--- src/rtl/pc_unit_pkg.sv ---
// Shared definitions for the core: op encodings, PC-stage FSM states and flag bit order.
package pc_unit_pkg;

  localparam logic [4:0] kADD = 5'd0;
  localparam logic [4:0] kSUB = 5'd1;
  localparam logic [4:0] kAND = 5'd2;
  localparam logic [4:0] kOR  = 5'd3;
  localparam logic [4:0] kCMP = 5'd4;
  localparam logic [4:0] kLD  = 5'd5;
  localparam logic [4:0] kST  = 5'd6;
  localparam logic [4:0] kBE  = 5'd7;
  localparam logic [4:0] kBL  = 5'd8;
  localparam logic [4:0] kBG  = 5'd9;
  localparam logic [4:0] kBA  = 5'd10;

  typedef enum logic [1:0] {IDLE, RUN, LDWAIT, DONE} pc_state_t;

  localparam int FLAG_CO = 2;
  localparam int FLAG_LT = 1;
  localparam int FLAG_Z  = 0;

  // Branch condition on the registered flags; non-branch ops never take.
  function automatic logic branch_cond(input logic [4:0] op, input logic [2:0] flags);
    logic r_c;
    r_c = 1'b0;
    case (op)
      kBE:     r_c = flags[FLAG_Z];
      kBL:     r_c = flags[FLAG_LT];
      kBG:     r_c = !flags[FLAG_Z] && !flags[FLAG_LT];
      kBA:     r_c = 1'b1;
      default: r_c = 1'b0;
    endcase
    return r_c;
  endfunction

endpackage

--- src/rtl/pc_unit_if.sv ---
// Decoder/ALU-facing bundle of the PC stage; master = core side, slave = pc_unit.
interface pc_unit_if #(parameter int PC_W = 10);
  import pc_unit_pkg::*;

  logic            start;
  logic            halt;
  logic [4:0]      op;
  logic [7:0]      alu_rslt;
  logic            alu_co;
  logic            alu_lt;
  logic            alu_z;
  logic [PC_W-1:0] pc;
  logic            taken;
  logic            stall;
  logic            done;
  logic [2:0]      flags;
  pc_state_t       state;

  modport master (
    output start, halt, op, alu_rslt, alu_co, alu_lt, alu_z,
    input  pc, taken, stall, done, flags, state
  );

  modport slave (
    input  start, halt, op, alu_rslt, alu_co, alu_lt, alu_z,
    output pc, taken, stall, done, flags, state
  );

endinterface

--- src/rtl/pc_unit_flag_reg.sv ---
// Architectural flag register {co, lt, z}; CMP loads lt/z, ADD loads co.
module flag_reg
  import pc_unit_pkg::*;
(
  input  logic       clk,
  input  logic       reset,
  input  logic       i_en,
  input  logic [4:0] i_op,
  input  logic       i_alu_co,
  input  logic       i_alu_lt,
  input  logic       i_alu_z,
  output logic [2:0] o_flags
);

  logic [2:0] r_flags;

  always_ff @(posedge clk) begin
    if (reset) begin
      r_flags <= 3'b000;
    end else if (i_en) begin
      if (i_op == kCMP) begin
        r_flags[FLAG_LT] <= i_alu_lt;
        r_flags[FLAG_Z]  <= i_alu_z;
      end else if (i_op == kADD) begin
        r_flags[FLAG_CO] <= i_alu_co;
      end
    end
  end

  assign o_flags = r_flags;

endmodule

--- src/rtl/pc_unit.sv ---
// PC sequencing and branch resolution with a one-cycle load stall.
// Define ABS_TARGET_EN for absolute (zero-extended) branch targets; default is PC-relative.
module pc_unit
  import pc_unit_pkg::*;
#(
  parameter int PC_W = 10
) (
  input logic       clk,
  input logic       reset,
  pc_unit_if.slave  bus
);

  pc_state_t       r_state;
  pc_state_t       w_state_nxt;
  logic [PC_W-1:0] r_pc;
  logic [PC_W-1:0] w_pc_nxt;
  logic [PC_W-1:0] w_pc_inc;
  logic [PC_W-1:0] w_target;
  logic [2:0]      w_flags;
  logic            w_taken;
  logic            w_flag_en;

  assign w_pc_inc = r_pc + {{(PC_W-1){1'b0}}, 1'b1};

`ifdef ABS_TARGET_EN
  assign w_target = {{(PC_W-8){1'b0}}, bus.alu_rslt};
`else
  // Adder width is PC_W, so the target wraps modulo 2^PC_W in both directions.
  assign w_target = r_pc + {{(PC_W-8){bus.alu_rslt[7]}}, bus.alu_rslt};
`endif

  assign w_taken   = (r_state == RUN) && branch_cond(bus.op, w_flags);
  assign w_flag_en = (r_state == RUN) && !bus.halt;

  flag_reg u_flag_reg (
    .clk      (clk),
    .reset    (reset),
    .i_en     (w_flag_en),
    .i_op     (bus.op),
    .i_alu_co (bus.alu_co),
    .i_alu_lt (bus.alu_lt),
    .i_alu_z  (bus.alu_z),
    .o_flags  (w_flags)
  );

  always_ff @(posedge clk) begin
    if (reset) begin
      r_state <= IDLE;
      r_pc    <= '0;
    end else begin
      r_state <= w_state_nxt;
      r_pc    <= w_pc_nxt;
    end
  end

  always_comb begin
    w_state_nxt = r_state;
    w_pc_nxt    = r_pc;
    case (r_state)
      IDLE: begin
        if (bus.start) begin
          w_state_nxt = RUN;
          w_pc_nxt    = '0;
        end
      end
      RUN: begin
        if (bus.halt) begin
          w_state_nxt = DONE;
        end else if (bus.op == kLD) begin
          w_state_nxt = LDWAIT;
        end else if (w_taken) begin
          w_pc_nxt = w_target;
        end else begin
          w_pc_nxt = w_pc_inc;
        end
      end
      LDWAIT: begin
        w_state_nxt = RUN;
        w_pc_nxt    = w_pc_inc;
      end
      DONE: begin
        if (bus.start) begin
          w_state_nxt = RUN;
          w_pc_nxt    = '0;
        end
      end
      default: begin
        w_state_nxt = IDLE;
        w_pc_nxt    = '0;
      end
    endcase
  end

  assign bus.pc    = r_pc;
  assign bus.taken = w_taken;
  assign bus.stall = (r_state == LDWAIT);
  assign bus.done  = (r_state == DONE);
  assign bus.flags = w_flags;
  assign bus.state = r_state;

endmodule

--- src/flat_wrapper.sv ---
// flat-port wrapper written by rule: the top's interface ports become plain ports
module pc_unit_flat import pc_unit_pkg::*;
#(
  parameter int PC_W = 10
)
  (clk, reset, bus_start, bus_halt, bus_op, bus_alu_rslt, bus_alu_co, bus_alu_lt, bus_alu_z, bus_pc, bus_taken, bus_stall, bus_done, bus_flags, bus_state);
  pc_unit_if #(.PC_W(PC_W)) bus_i ();
  input logic clk;
  input logic reset;
  input wire logic [$bits(bus_i.start)-1:0] bus_start;
  input wire logic [$bits(bus_i.halt)-1:0] bus_halt;
  input wire logic [$bits(bus_i.op)-1:0] bus_op;
  input wire logic [$bits(bus_i.alu_rslt)-1:0] bus_alu_rslt;
  input wire logic [$bits(bus_i.alu_co)-1:0] bus_alu_co;
  input wire logic [$bits(bus_i.alu_lt)-1:0] bus_alu_lt;
  input wire logic [$bits(bus_i.alu_z)-1:0] bus_alu_z;
  output wire logic [$bits(bus_i.pc)-1:0] bus_pc;
  output wire logic [$bits(bus_i.taken)-1:0] bus_taken;
  output wire logic [$bits(bus_i.stall)-1:0] bus_stall;
  output wire logic [$bits(bus_i.done)-1:0] bus_done;
  output wire logic [$bits(bus_i.flags)-1:0] bus_flags;
  output wire logic [$bits(bus_i.state)-1:0] bus_state;
  assign bus_i.start = bus_start;
  assign bus_i.halt = bus_halt;
  assign bus_i.op = bus_op;
  assign bus_i.alu_rslt = bus_alu_rslt;
  assign bus_i.alu_co = bus_alu_co;
  assign bus_i.alu_lt = bus_alu_lt;
  assign bus_i.alu_z = bus_alu_z;
  assign bus_pc = bus_i.pc;
  assign bus_taken = bus_i.taken;
  assign bus_stall = bus_i.stall;
  assign bus_done = bus_i.done;
  assign bus_flags = bus_i.flags;
  assign bus_state = bus_i.state;
  pc_unit #(.PC_W(PC_W)) u_core (.clk(clk), .reset(reset), .bus(bus_i));
endmodule
--- config.mk ---
export PLATFORM = sky130hd
export DESIGN_NAME = pc_unit_flat
export DESIGN_NICKNAME = d
export VERILOG_FILES = /design/src/rtl/pc_unit_pkg.sv /design/src/rtl/pc_unit_if.sv /design/src/rtl/pc_unit_flag_reg.sv /design/src/rtl/pc_unit.sv /design/src/flat_wrapper.sv
export SDC_FILE = /design/constraint.sdc
export NUM_CORES = 1
export LEC_CHECK = 0
export BUFFER_PORTS_ARGS = -buffer_cell sky130_fd_sc_hd__buf_4
export CORE_UTILIZATION = 58
export CTS_BUF_LIST = sky130_fd_sc_hd__clkbuf_4 sky130_fd_sc_hd__clkbuf_8
export CTS_CLUSTER_DIAMETER = 30
export DETAILED_ROUTE_END_ITERATION = 12
export PLACE_DENSITY = 0.86
export SYNTH_ARGS = -nofsm -noshare
export SYNTH_HDL_FRONTEND = slang
export SYNTH_SLANG_ARGS = --single-unit
--- constraint.sdc ---
create_clock -name clk -period 5.3 [get_ports clk]
set_input_delay 0.795 -clock clk [delete_from_list [all_inputs] [get_ports clk]]
set_output_delay 0.795 -clock clk [all_outputs]
set_load 0.005 [all_outputs]
==> impl_metrics.json <==
{
  "postCtsSetupBuffers": 0,
  "hold_buffers": 0,
  "finClkSkew_ns": 0.01461,
  "clock_latency_ns": 0.29,
  "setup_viol": 0,
  "critPathLaunchType": "primary input",
  "maxCapViolCount": 0,
  "synth.area.mux_share_pct": 1.554,
  "antenna_cells": 0,
  "rsz0062_at_grt": "no",
  "seqCellArea_um2": 300.3,
  "drt_first_pass_iters": 4,
  "p_int_uw": 204.1,
  "cts.sinks": 15,
  "avgSynthCellArea_um2": 7.912,
  "max_freq_ghz": 0.3571,
  "synth_compound_area_share_pct": 28.34,
  "die_width_um": 50.58,
  "synth_top_family_by_area": "compound AO/OA/AOI/OAI gates",
  "cts_resized": 0,
  "drive_gt1_share_pct": 22.49,
  "slowest_delay_ns": 0.32,
  "viasPerCell": 6.371,
  "crit_path_cell_trace": "buf_4 -> or3_1 -> o211ai_2 -> nand3_2 -> inv_2 -> buf_4",
  "crit_buf_inv": 3,
  "cts_tree": "built",
  "synthSimpleGateAreaFrac_pct": 25.14,
  "cp_top_family": "buffers and inverters",
  "hold_path_class": "flop to flop",
  "p_sw_uw": 121.0,
  "yosys.area_share.xor_xnor_pct": 5.759,
  "path_max_fanout": 16,
  "slew_headroom_pct": 40.18,
  "root_buffer": "clkbuf_4",
  "routed_wl_um": 3727,
  "critPathCaptureType": "output port",
  "synth_nets": 207,
  "final_antenna_net_count": 0,
  "power.leakage_uw": 0.0007381,
  "hpwlAfterDp_um": 2826,
  "vias": 1510,
  "grt_max_degree": 17,
  "finalCritPeriodShare_pct": 52.83,
  "path_common_cell": "buf_4",
  "ys_seq_area_share_pct": 21.94,
  "cp_data_arrival_time_ns": 2.01,
  "p_clk_share_pct": 21.8,
  "post-route-util_pct": 76.19,
  "row_count": 17,
  "ys_async_sr_fraction_pct": 0,
  "p_sw_share_pct": 37.21,
  "ys_seq_elements": 15,
  "power_frac_seq_pct": 39.3,
  "die_area_um2": 2558,
  "fill_cells": 180,
  "drt_iter0_markers": 76,
  "ir_drop_mv": 0.1363,
  "synthAdderAreaFrac_pct": 13.35,
  "io_buffer_count": 37,
  "h-tree-depth": 1,
  "reg2reg_setup_slack_ns": 2.93,
  "grt_pass1_wl_um": 5989,
  "core_area_um2": 2212,
  "crit_slowest_cell": "or3_1",
  "ys.flop_type": "dfxtp_1",
  "grt_pass1_vias": 1396,
  "fp.dieH_um": 50.58,
  "drv_slew": 0,
  "crit_required_ns": 4.51,
  "hold_viol": 0,
  "start_util_pct": 61.88,
  "tns_ns": 0,
  "holdWs_ns": 0.5108,
  "drc_errors": 0,
  "synth_cell_types": 49,
  "cts_made_buffers": 3,
  "cts_max_path_buffers": 2,
  "combPwrFrac_pct": 38.9,
  "overflow": 0,
  "pin_count": 38,
  "place.gp.congestion": 0.8662,
  "yosysWarnings": 0,
  "syn_inst": 173,
  "status": "completed",
  "fin_nets": 244,
  "tightest_slew_ns": 0.8974,
  "period_needed_ns": 2.800,
  "synthToLayoutAreaGrowth_pct": 23.13,
  "power_density_nw_per_um2": 192.9,
  "crit_type": "primary input to output port",
  "synth_enable_flop_cells": 0,
  "track_usage_pct": 30.39,
  "multiInputGateArea_um2": 1015,
  "antenna_found_initial": 0,
  "path_clk_slew_ns": 0.11,
  "netlist_area_um2": 1369,
  "routedWlPerCell_um": 15.73
}
==> worst paths after layout <==
kind / start / endpoint / depth (start not counted)
worst max-delay path: bus_op[1] / bus_taken / 6
worst min-delay path: u_core.u_flag_reg.o_flags[1] / u_core.u_flag_reg.o_flags[1] / 2
worst max register to register: u_core.bus.state[0] / u_core.bus.pc[2] / 7
worst min register to register: u_core.u_flag_reg.o_flags[1] / u_core.u_flag_reg.o_flags[1] / 2
==> cells by family (layout without fill, tap and decap cells) <==
logic type,count (synthesis),in the layout
muxes,2,2
AOI/OAI and AO/OA,53,53
DFF,15,15
xor gates and xnor gates,9,9
buffers and inverters,13,49
adders and majority gates,14,14
and+or+nand+nor,67,67
==> worst register-to-register path, cell delays in order (launching register included) <==
cell	delay [ns]
dfxtp_1	0.41
inv_1	0.07
ha_1	0.30
nor2b_1	0.15
a21oi_1	0.69
o21ai_0	0.22
a311o_1	0.34
a21oi_1	0.12
==> synthesized netlist by cell type (2+ instances only) <==
cell type,number,area (um2)
a22oi_1,3,22.52
nor3_1,7,35.03
a21oi_1,10,50.05
a32o_1,2,20.02
a31o_1,2,17.52
nand3_1,10,50.05
a31oi_1,2,12.51
xnor2_1,5,43.79
nand2b_1,4,25.02
or3_1,2,12.51
o211ai_1,2,15.01
o31ai_1,2,15.01
dfxtp_1,15,300.3
nand4b_1,4,35.03
clkbuf_1,3,11.26
nor2_1,19,71.32
xor2_1,4,35.03
o21a_1,2,15.01
a21o_1,4,30.03
o21ai_0,9,45.04
o21bai_1,2,15.01
nor2b_1,3,18.77
o21ai_1,2,10.01
inv_1,7,26.28
nand2_1,9,33.78
nand4_1,2,12.51
nor4_1,2,12.51
ha_1,13,162.7
and3_1,2,12.51
==> state kept, by name (all words and copies together) (netlist names) <==
register                   count
u_core.bus.pc                 10
u_core.u_flag_reg.o_flags      3
u_core.bus.state               2
==> metal layers <==
layer | vias to the layer above | global-route usage [%] | part of all wire, %
met3 | 8 | 4.242 | 6.4
met2 | 76 | 55.56 | 49
met1 | 704 | 36.13 | 43
li1 | 722 | - | -
met5 | - | 0 | 0
met4 | 0 | 9.259 | 1.4
==> power groups by stage <==
stage	Combinational, uW	Sequential (uW)	Clock (uW)
floorplan	80.6	129	0
global placement	119	130	0
detailed placement	123	130	0
CTS	124	128	70.5
global route	138	129	75.6
finish	126	128	70.9
==> cell type report <==
type / instances / area share [%]
clock buffers: 3 / 1.336
flip-flops and latches: 15 / 17.82
well taps: 28 / 2.079
multi-input cells: 145 / 60.21
repair buffers: 37 / 16.48
inverters: 8 / 1.782
clock inverters: 1 / 0.2970
==> layout by cell type, fill, tap and decap left out, types with 4 or more instances in the layout <==
master     n
o21ai_0    9
dfxtp_1   15
nand2b_1   4
nor3_1     7
buf_4     37
ha_1      13
nand4b_1   4
nand2_1    9
nand3_1   10
inv_1      7
xor2_1     4
xnor2_1    5
a21oi_1   10
a21o_1     4
nor2_1    19
==> through the flow <==
| stage | instances | setup WS [ns] | total power, uW | cell area [um2] |
|---|---|---|---|---|
| 2_1_floorplan | 173 | 2.772 | 209.5 | 1369 |
| 3_3_place_gp | 233 | 2.563 | 248.4 | 1658 |
| 3_5_place_dp | 233 | 2.540 | 253.5 | 1658 |
| 4_1_cts | 237 | 2.536 | 322.4 | 1685 |
| 5_1_grt | 237 | 2.395 | 342.5 | 1685 |
| 6_report | 237 | 2.500 | 325.1 | 1685 |
Note: power is estimated with default switching activity, not from simulation.
